**config.mk**
```make
export PLATFORM = sky130hd
export DESIGN_NAME = dmem_arbiter
export DESIGN_NICKNAME = d
export VERILOG_FILES = /design/src/rtl/dmem_arbiter_pkg.sv /design/src/rtl/dmem_arbiter_rr_arb2.sv /design/src/rtl/dmem_arbiter.sv
export SDC_FILE = /design/constraint.sdc
export NUM_CORES = 1
export LEC_CHECK = 0
export CAP_MARGIN = 20
export CORE_MARGIN = 4
export CORE_UTILIZATION = 39
export DETAILED_ROUTE_END_ITERATION = 8
export PLACE_DENSITY = 0.89
export SYNTH_ARGS = -nofsm -noshare
export SYNTH_HDL_FRONTEND = slang
export SYNTH_SLANG_ARGS = --single-unit
export TNS_END_PERCENT = 10
```
**constraint.sdc**
```tcl
create_clock -name clk -period 1.69 [get_ports clk]
set_input_delay 0.338 -clock clk [delete_from_list [all_inputs] [get_ports clk]]
set_output_delay 0.338 -clock clk [all_outputs]
set_load 0.02 [all_outputs]
```
**src/rtl/dmem_arbiter_pkg.sv**
```systemverilog
// dmem_arbiter_pkg: FSM encodings, requester IDs and counter helper shared by the data-memory arbiter
package dmem_arbiter_pkg;
    typedef enum logic {IDLE = 1'b0, ACCESS = 1'b1} state_t;
    localparam logic ID_R0 = 1'b0;
    localparam logic ID_R1 = 1'b1;
    localparam logic [15:0] CNT_MAX = 16'hFFFF;
    function automatic logic [15:0] sat_inc(input logic [15:0] c, input logic en);
        return (en && c != CNT_MAX) ? c + 16'd1 : c;
    endfunction
endpackage

```
**src/rtl/dmem_arbiter_rr_arb2.sv**
```systemverilog
// rr_arb2: combinational two-way round-robin picker; the requester that did not win last goes first
module rr_arb2 (
    input  logic [1:0] req,
    input  logic       last,
    output logic       win_id,
    output logic       any
);
    // lone requester wins outright; on a tie the one that is not last wins
    always_comb begin
        any    = |req;
        win_id = &req ? ~last : req[1];
    end
endmodule

```
**src/rtl/dmem_arbiter.sv**
```systemverilog
// dmem_arbiter: round-robin sequencer sharing the data memory port between r0 and r1; DMEM_ARB_PERF_EN adds grant/conflict counters
module dmem_arbiter
    import dmem_arbiter_pkg::*;
#(
    parameter int ADDR_W = 16,
    parameter int DATA_W = 16
) (
    input  logic              clk,
    input  logic              rst,
    input  logic              r0_req,
    input  logic              r0_we,
    input  logic [ADDR_W-1:0] r0_addr,
    input  logic [DATA_W-1:0] r0_wdata,
    input  logic              r1_req,
    input  logic              r1_we,
    input  logic [ADDR_W-1:0] r1_addr,
    input  logic [DATA_W-1:0] r1_wdata,
    output logic              r0_gnt,
    output logic              r1_gnt,
    output logic              r0_rvalid,
    output logic              r1_rvalid,
    output logic [DATA_W-1:0] r0_rdata,
    output logic [DATA_W-1:0] r1_rdata,
    output logic [ADDR_W-1:0] mem_access_addr,
    output logic [DATA_W-1:0] mem_write_data,
    output logic              mem_write_en,
    output logic              mem_read,
    input  logic [DATA_W-1:0] mem_read_data
`ifdef DMEM_ARB_PERF_EN
    ,
    output logic [15:0]       r0_gnt_cnt,
    output logic [15:0]       r1_gnt_cnt,
    output logic [15:0]       conflict_cnt
`endif
);
    state_t            state;
    logic              last, we_q, id_q, win, any;
    logic [ADDR_W-1:0] addr_q;
    logic [DATA_W-1:0] wdata_q;
    logic [1:0]        gnt;

    rr_arb2 u_arb (
        .req   ({r1_req, r0_req}),
        .last  (last),
        .win_id(win),
        .any   (any)
    );

    assign r0_gnt          = gnt[0];
    assign r1_gnt          = gnt[1];
    assign mem_access_addr = addr_q;
    assign mem_write_data  = wdata_q;

    // grant in IDLE; memory strobes only during ACCESS and never at a reset edge
    always_comb begin
        gnt          = (state == IDLE && any && !rst) ? (win ? 2'b10 : 2'b01) : 2'b00;
        mem_write_en = state == ACCESS && we_q && !rst;
        mem_read     = state == ACCESS && !we_q && !rst;
    end

    // FSM, command capture and read-data return
    always_ff @(posedge clk) begin
        if (rst) begin
            state     <= IDLE;
            last      <= ID_R1;
            we_q      <= 1'b0;
            id_q      <= ID_R0;
            addr_q    <= '0;
            wdata_q   <= '0;
            r0_rvalid <= 1'b0;
            r1_rvalid <= 1'b0;
            r0_rdata  <= '0;
            r1_rdata  <= '0;
        end else if (state == ACCESS) begin
            state     <= IDLE;
            r0_rvalid <= !we_q && id_q == ID_R0;
            r1_rvalid <= !we_q && id_q == ID_R1;
            if (!we_q && id_q == ID_R0) r0_rdata <= mem_read_data;
            if (!we_q && id_q == ID_R1) r1_rdata <= mem_read_data;
        end else begin
            r0_rvalid <= 1'b0;
            r1_rvalid <= 1'b0;
            if (any) begin
                state   <= ACCESS;
                last    <= win;
                id_q    <= win;
                we_q    <= win ? r1_we : r0_we;
                addr_q  <= win ? r1_addr : r0_addr;
                wdata_q <= win ? r1_wdata : r0_wdata;
            end
        end
    end

`ifdef DMEM_ARB_PERF_EN
    // saturating grant and conflict counters
    always_ff @(posedge clk) begin
        if (rst) begin
            r0_gnt_cnt   <= '0;
            r1_gnt_cnt   <= '0;
            conflict_cnt <= '0;
        end else begin
            r0_gnt_cnt   <= sat_inc(r0_gnt_cnt, gnt[0]);
            r1_gnt_cnt   <= sat_inc(r1_gnt_cnt, gnt[1]);
            conflict_cnt <= sat_inc(conflict_cnt, state == IDLE && r0_req && r1_req);
        end
    end
`endif
endmodule

```
==> summary.md <==
The number of synthesized flops with an enable pin is 0, and the wire length of the first global-routing pass is 14400 µm. The internal portion of the total power is 2980 µW. The number of buffers created by CTS was 9; the proportion of power drawn by the clock network was 31.6%. For this run, the leading register cell type out of synthesis is dfxtp_1.

The flow ran to the end, and the final reports show no timing, DRC or antenna violations. The total wirelength of the detailed-routed design was 9190 µm; the arrival time reported for the critical path endpoint was 1.30 ns. The area growth from synthesis to layout was 62.6%.

Ranked by total cell area, the synthesized netlist is headed by dfxtp_1, a211oi_2, nand2_1, a21oi_1, nor2_1. Setup repair after global routing left no endpoint under its margin. The maximum number of buffers from clock root to sink is 2.

For this run, the slowest stage of the critical path takes 0.62 ns. The via count of the routed design was 3031; the average vias per placed instance was 5.01. Ranked by instance count, the synthesized netlist is headed by nand2_1, dfxtp_1, a21oi_1.

For the worst setup path, the data required time is 1.35 ns. The clock transition at the registers of the reported paths works out to 0.08 ns. The buffers plus inverters on the worst setup path is 1. TritonCTS built the clock tree.

Dominant delay contributor by cell family on the critical path: buffers and inverters. Post-route minimum period: 1.64 ns. The via count of the first global-routing pass is 3101. Total placed cells including tap cells: 589. For the cell leakage power, the log shows 0.00195 µW. The first-iteration detailed-routing DRC count is 105. For the setup fix buffers added after clock tree synthesis, the log shows 0. The count of cells in the finished layout, fillers not included, comes to 605. Cells fill 65.8% of the core in the end.

The total number of H-tree levels came out at 3. The tools report the number of remaining DRC errors as 0. The total area of sequential cells came out at 1400 µm².

Between clock sinks in the finished design, the worst skew comes to 0.00996 ns. The boundary pin count came out at 156. The synthesized netlist occupies a cell area of 2950 µm². Timing would allow up to 611 MHz.

STA classifies the critical path endpoint as an output port. The net switching power of the design was 1240 µW. The path category of the worst min-delay check was input port to flip-flop.

Post-CTS repair changed the size of 13 cells. The leading area contributor after synthesis was dfxtp_1. The multi-input combinational cells in the finished layout cover a total of 1390 µm². The final critical-path share of the clock period works out to 96.9%.

The count of buffers added on input and output ports is 155. Detailed placement ended at an HPWL of 6740 µm. After technology mapping, the gate count stands at 348. The actual transition at the worst max-transition pin was 0.666 ns.

The sequential cell fraction of total power is 43.3%. IR analysis of the VDD net gives a maximum drop of 0.424 mV. The maximum fanout along the worst path was 2; the share of final-layout standard cells stronger than drive strength 1 was 14.2%.

Measured against its own limit, the worst slew margin works out to 55.6%. The run gives 47.5% as the proportion of synthesized chip area in sequential cells. The final number of hold-violating endpoints came out at 0. The element type at the critical path start was a flip-flop.

The run gives 47 as the maximum number of pins on one net before global-route repair. The repair_antennas step left the layout with diodes totalling 0. After clock tree synthesis, the flow added hold-fix buffers numbering 0. Summing all placed instances gives a cell area of 4590 µm². For this configuration, the core starts out at a cell density of 40.5%. Most frequently used cell type in the post-synthesis netlist: nand2_1. In the final design database the tool counted 587 nets. The core region is 7290 µm². Once detail routing completed, the nets flagged for antenna violations numbered 0.

Setup violation total in the final timing report: 0. The congestion estimate from routability-driven global placement came to 0.724. At the later pin of the worst-skew pair, clock insertion delay measures 0.33 ns. Proportion of total power due to net switching: 29.4%. Combinational cells account for 25.1% of the total power. The post-route cell area was 4800 µm².

During synthesis, Yosys emitted a total of 0 warnings. Overall die width: 95.0 µm. The initialized floorplan defines 31 standard-cell rows. The first-pass iteration count of the detailed router was 4.

The clock tree root driver cell was clkbuf_8. Counting distinct cell types in the post-synthesis netlist gives 25. The max-cap check violation count was 0; the number of nets produced by synthesis was 434. The fraction of synthesis flops using an asynchronous set or reset pin came out at 0%. The library cell contributing the largest single delay on the critical path is clkdlybuf4s50_1.

Power spread over the standard cell area amounts to 880 nW/µm². The tools report the clock sink count as 70. The total of fill cells in the finished design is 619. The signal on the critical path passes through clkdlybuf4s50_1. The number of antenna violations at the first check in global routing is 0.

For the number of max-slew violations in the final report, the log shows 0. The critical path in this run is classified as flip-flop to output port. Global routing consumed, over all layers together, 20.4% of the routing resources. Summed over its instances, the top area cell type makes up 47.5% of the synthesized netlist area. Final hold analysis gives a worst-case slack of 0.294 ns. Synthesis inferred 70 register bits. The die is 95.0 µm tall. The per-cell routed wire length was 15.2 µm; the synthesized area per cell was 8.48 µm². The die outline area came out at 9020 µm². The total congestion overflow is 0.
[path summary, 6_finish.rpt]
path / endpoint / startpoint / slack [ns] / cells past startpoint
max reg2reg: r0_rdata[0] / state / 0.21 / 4
min reg2reg: r0_rdata[6] / r0_rdata[6] / 0.46 / 2
min: id_q / rst / 0.29 / 2
max: r1_rdata[7] / r1_rdata[7] / 0.05 / 1
[cells by family after synthesis]
group	Yosys count	share of synthesized area, %
DFF	70	47.5
AOI/OAI and AO/OA	104	26.8
buffers and inverters	29	5.72
and+or+nand+nor	145	20.0
[per-layer routing]
metal | vias to the layer above | part of all wire [%] | global-route usage (%)
li1 | 1481 | - | -
met1 | 1412 | 40 | 22.7
met2 | 133 | 49 | 36.6
met3 | 5 | 10 | 6.37
met4 | 0 | 0.74 | 6.85
met5 | - | 0 | 0
[sequential cells by signal, summed over array words and instances, names as in the netlist]
register and cells:
id_q 1, last 1, mem_access_addr 16, mem_write_data 16, r0_rdata 16, r0_rvalid 1, r1_rdata 16, r1_rvalid 1
state 1, we_q 1
[cell usage in the layout, fill, tap and decap left out, types with 2 or more instances in the layout]
master,instances
nor3_1,2
dfxtp_1,70
buf_4,17
a211oi_1,3
clkbuf_2,2
clkinv_2,2
nand2_1,97
dlymetal6s2s_1,11
clkinvlp_4,2
clkbuf_8,9
and3b_1,2
nand2b_1,2
a211oi_2,30
clkdlybuf4s50_1,138
a21oi_1,65
nor2_1,37
[per-stage QoR]
stage | total power [µW] | worst slack [ns] | TNS [ns]
4_1_cts | 4270 | -0.160 | -0.160
2_1_floorplan | 2410 | 0.0311 | 0
5_1_grt | 4430 | 0.000903 | 0
3_3_place_gp | 2910 | -0.560 | -7.28
3_5_place_dp | 2940 | -0.589 | -8.92
6_report | 4220 | 0.0529 | 0
[power groups by stage]
stage	sequential [µW]	combinational, µW	clock [µW]
2_1_floorplan	2000	414	0
3_3_place_gp	1860	1050	0
3_5_place_dp	1870	1080	0
4_1_cts	1830	1080	1370
5_1_grt	1840	1140	1450
6_report	1830	1060	1330
[final cells by class]
| type | instances | share of cell area, % |
|---|---|---|
| timing repair buffer | 171 | 35.2 |
| sequential | 70 | 29.2 |
| multi-input combinational | 249 | 28.9 |
| clock buffer | 9 | 2.58 |
| tap | 99 | 2.58 |
| clock inverter | 7 | 1.51 |
(Power assumes the default switching activity.)
